==> src/rtl/async_fifo_pkg.sv <==
// Shared definitions for the Gray-pointer FIFO slice.
// Holds the default geometry and the binary-to-Gray helper used when pointers are registered.
package async_fifo_pkg;

   localparam int unsigned DEFAULT_WIDTH  = 8;
   localparam int unsigned DEFAULT_DEPTH  = 4;
   localparam int unsigned DEFAULT_STAGES = 2;

   // Callers cast the result down to their pointer width.
   function automatic logic [31:0] bin_to_gray(input logic [31:0] bin);
      return bin ^ (bin >> 1);
   endfunction

endpackage

==> src/rtl/async_fifo_if.sv <==
// Handshake bundle between a producer/consumer (master) and the FIFO (slave).
//   write_enable, write_data : push request and word from the producer
//   write_full               : back-pressure towards the producer
//   read_enable              : pop request from the consumer
//   read_data, read_empty    : head word (first-word-fall-through) and its validity
interface async_fifo_if #(
   parameter int unsigned WIDTH = 8
);
   logic             write_enable;
   logic [WIDTH-1:0] write_data;
   logic             write_full;
   logic             read_enable;
   logic [WIDTH-1:0] read_data;
   logic             read_empty;

   modport master (
      output write_enable, write_data, read_enable,
      input  write_full, read_data, read_empty
   );

   modport slave (
      input  write_enable, write_data, read_enable,
      output write_full, read_data, read_empty
   );
endinterface

==> src/rtl/vector_synchronizer.sv <==
// Plain flop chain used to carry a Gray-coded pointer to the opposite side of the FIFO.
//   clock, reset : rising-edge clock, asynchronous active-high reset (chain clears to 0)
//   data_i       : vector entering the chain
//   data_o       : vector after STAGES flops
module vector_synchronizer #(
   parameter int unsigned WIDTH  = 1,
   parameter int unsigned STAGES = 2
) (
   input  logic             clock,
   input  logic             reset,
   input  logic [WIDTH-1:0] data_i,
   output logic [WIDTH-1:0] data_o
);

   logic [WIDTH-1:0] sync_q [STAGES];

   always_ff @(posedge clock or posedge reset) begin
      if (reset) begin
         for (int unsigned i = 0; i < STAGES; i++) begin
            sync_q[i] <= '0;
         end
      end else begin
         sync_q[0] <= data_i;
         for (int unsigned i = 1; i < STAGES; i++) begin
            sync_q[i] <= sync_q[i-1];
         end
      end
   end

   assign data_o = sync_q[STAGES-1];

endmodule

==> src/rtl/async_fifo.sv <==
// Gray-pointer FIFO with a first-word-fall-through read port, run from a single clock but
// keeping the pointer-crossing architecture so flag latency matches the dual-clock variant.
//   clock, reset : rising-edge clock, asynchronous active-high reset
//   bus (slave)  : write_enable/write_data/write_full on the push side,
//                  read_enable/read_data/read_empty on the pop side
module async_fifo
   import async_fifo_pkg::*;
#(
   parameter int unsigned WIDTH  = DEFAULT_WIDTH,
   parameter int unsigned DEPTH  = DEFAULT_DEPTH,
   parameter int unsigned STAGES = DEFAULT_STAGES
) (
   input  logic         clock,
   input  logic         reset,
   async_fifo_if.slave  bus
);

   localparam int unsigned ADDR = $clog2(DEPTH);
   localparam int unsigned PTR  = ADDR + 1;

   // Top two Gray bits inverted marks "one full lap ahead".
   localparam logic [PTR-1:0] FULL_MASK = PTR'(3) << (PTR - 2);

   logic [PTR-1:0]   wbin_q, wbin_d, wgray_q;
   logic [PTR-1:0]   rbin_q, rbin_d, rgray_q;
   logic [PTR-1:0]   wgray_sync, rgray_sync;
   logic [WIDTH-1:0] mem_q [DEPTH];
   logic             write_fire, read_fire;

   assign write_fire = bus.write_enable & ~bus.write_full;
   assign read_fire  = bus.read_enable & ~bus.read_empty;

   always_comb begin
      wbin_d = wbin_q + PTR'(write_fire);
      rbin_d = rbin_q + PTR'(read_fire);
   end

   always_ff @(posedge clock or posedge reset) begin
      if (reset) begin
         wbin_q  <= '0;
         wgray_q <= '0;
         rbin_q  <= '0;
         rgray_q <= '0;
      end else begin
         wbin_q  <= wbin_d;
         wgray_q <= PTR'(bin_to_gray(32'(wbin_d)));
         rbin_q  <= rbin_d;
         rgray_q <= PTR'(bin_to_gray(32'(rbin_d)));
      end
   end

   // Storage is intentionally not reset; contents are only observable while non-empty.
   always_ff @(posedge clock) begin
      for (int unsigned i = 0; i < DEPTH; i++) begin
         if (write_fire && (wbin_q[ADDR-1:0] == ADDR'(i))) begin
            mem_q[i] <= bus.write_data;
         end
      end
   end

   vector_synchronizer #(
      .WIDTH  (PTR),
      .STAGES (STAGES)
   ) u_wgray_sync (
      .clock  (clock),
      .reset  (reset),
      .data_i (wgray_q),
      .data_o (wgray_sync)
   );

   vector_synchronizer #(
      .WIDTH  (PTR),
      .STAGES (STAGES)
   ) u_rgray_sync (
      .clock  (clock),
      .reset  (reset),
      .data_i (rgray_q),
      .data_o (rgray_sync)
   );

   assign bus.read_data  = mem_q[rbin_q[ADDR-1:0]];
   assign bus.read_empty = (rgray_q == wgray_sync);
   assign bus.write_full = (wgray_q == (rgray_sync ^ FULL_MASK));

endmodule

==> src/flat_wrapper.sv <==
// flat-port wrapper written by rule: the top's interface ports become plain ports
module async_fifo_flat import async_fifo_pkg::*;
#(
   parameter int unsigned WIDTH  = DEFAULT_WIDTH,
   parameter int unsigned DEPTH  = DEFAULT_DEPTH,
   parameter int unsigned STAGES = DEFAULT_STAGES
)
  (clock, reset, bus_write_enable, bus_write_data, bus_read_enable, bus_write_full, bus_read_data, bus_read_empty);
  async_fifo_if #(.WIDTH(WIDTH)) bus_i ();
  input  logic clock;
  input  logic reset;
  input wire logic [$bits(bus_i.write_enable)-1:0] bus_write_enable;
  input wire logic [$bits(bus_i.write_data)-1:0] bus_write_data;
  input wire logic [$bits(bus_i.read_enable)-1:0] bus_read_enable;
  output wire logic [$bits(bus_i.write_full)-1:0] bus_write_full;
  output wire logic [$bits(bus_i.read_data)-1:0] bus_read_data;
  output wire logic [$bits(bus_i.read_empty)-1:0] bus_read_empty;
  assign bus_i.write_enable = bus_write_enable;
  assign bus_i.write_data = bus_write_data;
  assign bus_i.read_enable = bus_read_enable;
  assign bus_write_full = bus_i.write_full;
  assign bus_read_data = bus_i.read_data;
  assign bus_read_empty = bus_i.read_empty;
  async_fifo #(.WIDTH(WIDTH), .DEPTH(DEPTH), .STAGES(STAGES)) u_core (.clock(clock), .reset(reset), .bus(bus_i));
endmodule
==> config.mk <==
export PLATFORM = sky130hd
export DESIGN_NAME = async_fifo_flat
export DESIGN_NICKNAME = d
export VERILOG_FILES = /design/src/rtl/async_fifo_pkg.sv /design/src/rtl/async_fifo_if.sv /design/src/rtl/vector_synchronizer.sv /design/src/rtl/async_fifo.sv /design/src/flat_wrapper.sv
export SDC_FILE = /design/constraint.sdc
export NUM_CORES = 1
export LEC_CHECK = 0
export ABC_AREA = 1
export CORE_MARGIN = 2
export CORE_UTILIZATION = 60
export CTS_BUF_LIST = sky130_fd_sc_hd__clkbuf_8
export DETAILED_ROUTE_END_ITERATION = 12
export PLACE_DENSITY = 0.87
export SLEW_MARGIN = 40
export SYNTH_ARGS = -nofsm -noshare
export SYNTH_HDL_FRONTEND = slang
export SYNTH_SLANG_ARGS = --single-unit
==> constraint.sdc <==
create_clock -name clock -period 3.4 [get_ports clock]
set_clock_uncertainty 0.2 [all_clocks]
set_input_delay 0.68 -clock clock [delete_from_list [all_inputs] [get_ports clock]]
set_output_delay 0.68 -clock clock [all_outputs]
set_load 0.01 [all_outputs]
==> key figures <==
Outcome
  • Status: finished, final reports clean

Global routing
  • First-pass GRT wire length: 5.01 mm
  • Vias in the first global route: 1088
  • Initial antenna violation count: 0
  • Gr usage total: 0.200
  • Largest net degree at the start of global routing: 23
  • Overflow after GRT: 0

Setup path
  • Max incr delay on CP: between 0.5 and 0.6 ns
  • Cell Chain, Critical Path: inv_2 -> o21ai_0 -> o22ai_1 -> clkdlybuf4s50_1
  • CP Buf/Inv Count: 2
  • Worst Path Arrival: 2.13 ns
  • Crit path kind: flop to output pin
  • Critical Path RT: around 2.5 ns
  • Worst reg2reg endpoint: u_core.mem_q[2][6]
  • Register-to-Register Setup Slack: 1.37 ns
  • Delay-heaviest family, CP: buffers and inverters
  • Crit Path Max Fanout: 18
  • CP Capture Type: output pin
  • Slowest cell on the critical path: dfrtp_1
  • Reg2Reg Depth: 6
  • CP startpoint kind: flop
  • Worst r2r src: u_core.wbin_q[2]

Cells and area
  • Multi-input gate area: around 430 um^2
  • Area Overhead vs Synth: 18.0%
  • Ant diodes: 0
  • Post-route cell area: around 2400 um^2
  • Final core occ: 0.722
  • Final Net Count: 190
  • Sequential Area: 1510 um^2
  • Share of post-route cells with drive strength above 1: 0.0971
  • Fill cell count: 216

Power
  • Int Power: 0.00149 W
  • Combinational share of power: 0.339
  • Overall Power: 0.00224 W
  • Sw power: 0.000748 W
  • Static leakage: around 0.96 nW
  • Worst VDD drop: 0.000474 V
  • Switch share: 0.334
  • Sequential share of power: 0.480
  • Clock share of power: 0.181
  • PwrDens: 946 nW/um^2

CTS
  • Clk_lat worst skew: 0.30 ns
  • Clk buf depth: 2
  • Clk root buf: clkbuf_8
  • CTS tree: done
  • Clock sink count: between 50 and 60
  • CTS H-tree lvls: 2
  • # hold bufs at CTS: 0
  • Clock-pin transition on the worst setup and hold timing paths: 0.09 ns
  • Post-CTS setup buffers: 0
  • CTS resizes: 0
  • Cts bufs inserted: 5

STA
  • Max Clock Freq: roughly 330 MHz
  • RSZ-0062 raised after global routing: false
  • Pins over their slew limit: 0
  • Rel. slew slack: 0.488
  • Final worst slack: between 0.3 and 0.4 ns
  • Final hold viol count: 0
  • Setup TNS: 0 ns
  • Worst Max-Slew Pin Slew: 0.766 ns
  • Setup violators final: 0
  • Post-layout min period: roughly 3.0 ns
  • Fin crit share: 0.884

Logic synthesis
  • Syn avg cell area: 13.6 um^2
  • Syn. warnings: 0
  • Leading area contributor after synthesis: edfxtp_1
  • Yosys cell types: 16
  • Cell count after synthesis: 148
  • Seq/Total Area, Yosys: 0.753
  • Post-synth top flop: edfxtp_1
  • Commonest cells post-synth: edfxtp_1, dfrtp_1, nor2_1
  • Synth top area cells: edfxtp_1, dfrtp_1, nor2_1, xor2_1, o21ai_0
  • EDFF count, synth: 32
  • Async set or reset register ratio after synthesis: 0.407
  • Syn_nets: about 160
  • Post-synthesis cell area: 2010 um^2
  • Count leader, synth: edfxtp_1
  • #FFs+latches synth: 54
  • Yosys top cell area share: 0.479

Place
  • Placer's final routability congestion estimate: approximately 0.78
  • Dpl ws: 0.738 ns
  • Area after DPL: 2250 um^2
  • PortBufs: 21
  • HPWL Detailed: 2.33 mm

Routing
  • # DRC: 0
  • Final wirelength: 3.36 mm
  • Routed length per placed instance: 15.2 um
  • Vias: 1151
  • Iteration-0 DRC Markers: 67
  • Routed Antenna Nets: 0
  • Via/cell ratio: 5.21
  • First-pass DRT Iterations: 4

Die
  • Die width: slightly above 60 um
  • Core ar.: 3280 um^2
  • Initial Util: 0.611
  • Num ports: 22
  • Total Die Area: between 3000 and 4000 um^2
  • Die Height: 61.9 um
  • Cell Rows: 21

Min path
  • Hold path depth: 0
  • Hold endpoint: u_core.u_wgray_sync.data_o[0]
  • Worst Hold Class: flop to flop
  • Hold Crit Start: u_core.u_wgray_sync.sync_q[3]

Flow run
  • Maximum Capacitance Violations: 0
-- registers in the layout, summed over array words and instances (netlist names) --
register,count
u_core.wbin_q,3
u_core.rbin_q,3
u_core.u_wgray_sync.data_o,3
u_core.u_wgray_sync.sync_q,3
u_core.rgray_q,2
u_core.wgray_q,2
u_core.mem_q,32
u_core.u_rgray_sync.sync_q,3
u_core.u_rgray_sync.data_o,3
-- power by group through the flow --
stage / clock [W] / sequential (W) / combinational (W)
3_5_place_dp: 0 / 0.00109 / 0.000758
5_1_grt: 0.000447 / 0.00110 / 0.000842
2_1_floorplan: 0 / 0.00103 / 0.000498
6_report: 0.000405 / 0.00108 / 0.000760
4_1_cts: 0.000415 / 0.00108 / 0.000760
3_3_place_gp: 0 / 0.00107 / 0.000717
-- cell type report --
class	instances	share of cell area
repair buffers	21	0.0887
inverters	15	0.0238
clock inverters	3	0.0169
well taps	46	0.0243
clock buffers	5	0.0290
flip-flops and latches	54	0.638
multi-input cells	77	0.180
-- through the flow --
stage	std cells	hold slack, ns
2_1_floorplan	148	0.131
3_3_place_gp	213	0.132
3_5_place_dp	213	0.135
4_1_cts	221	0.156
5_1_grt	221	0.169
6_report	221	0.153
-- layer usage --
metal,global-route usage,share of wire
met4,0.100,0.012
met5,0,0
met1,0.249,0.41
met3,0.0621,0.046
met2,0.320,0.53
-- kinds of logic (layout without fill, tap and decap cells) --
| group | Yosys count | in the layout | synth area share |
|---|---|---|---|
| buffers and inverters | 17 | 44 | 0.0392 |
| XOR/XNOR | 8 | 8 | 0.0349 |
| AND/OR/NAND/NOR | 41 | 41 | 0.0797 |
| flip-flops | 54 | 54 | 0.753 |
| AO/OA/AOI/OAI | 24 | 24 | 0.0685 |
| adder cells (fa/ha/maj) | 4 | 4 | 0.0249 |
-- placed cells by master, fill, tap and decap left out, drive strengths merged --
| master | instances |
|---|---|
| xnor2 | 1 |
| clkinv | 2 |
| nor2 | 24 |
| clkdlybuf4s50 | 21 |
| o21ai | 16 |
| xor2 | 7 |
| o22ai | 8 |
| nand2 | 16 |
| clkbuf | 5 |
| edfxtp | 32 |
| bufinv | 1 |
| nand3 | 1 |
| inv | 15 |
| ha | 4 |
| dfrtp | 22 |
-- worst max-delay path by stage --
stage | cells after the start | slack [ns] | endpoint | start
6_report | 4 | 0.39 | bus_read_data[0] | u_core.rbin_q[0]
5_1_grt | 4 | 0.32 | bus_read_data[0] | u_core.rbin_q[0]
4_1_cts | 4 | 0.39 | bus_read_data[0] | u_core.rbin_q[0]
3_5_place_dp | 4 | 0.74 | bus_read_data[0] | u_core.rbin_q[0]
3_3_place_gp | 4 | 0.84 | bus_read_data[0] | u_core.rbin_q[0]
2_1_floorplan | 4 | 1.56 | bus_read_data[0] | u_core.rbin_q[0]
-- worst reg2reg max path, stage by stage (launching register included) --
cell and delay, ns:
dfrtp_1 0.41, inv_1 0.05, nand2_1 0.05, nand2_1 0.04, nand3_1 0.12, nand2_1 0.17
nor2_1 0.63
No activity file was read; power rests on OpenSTA's default activity.
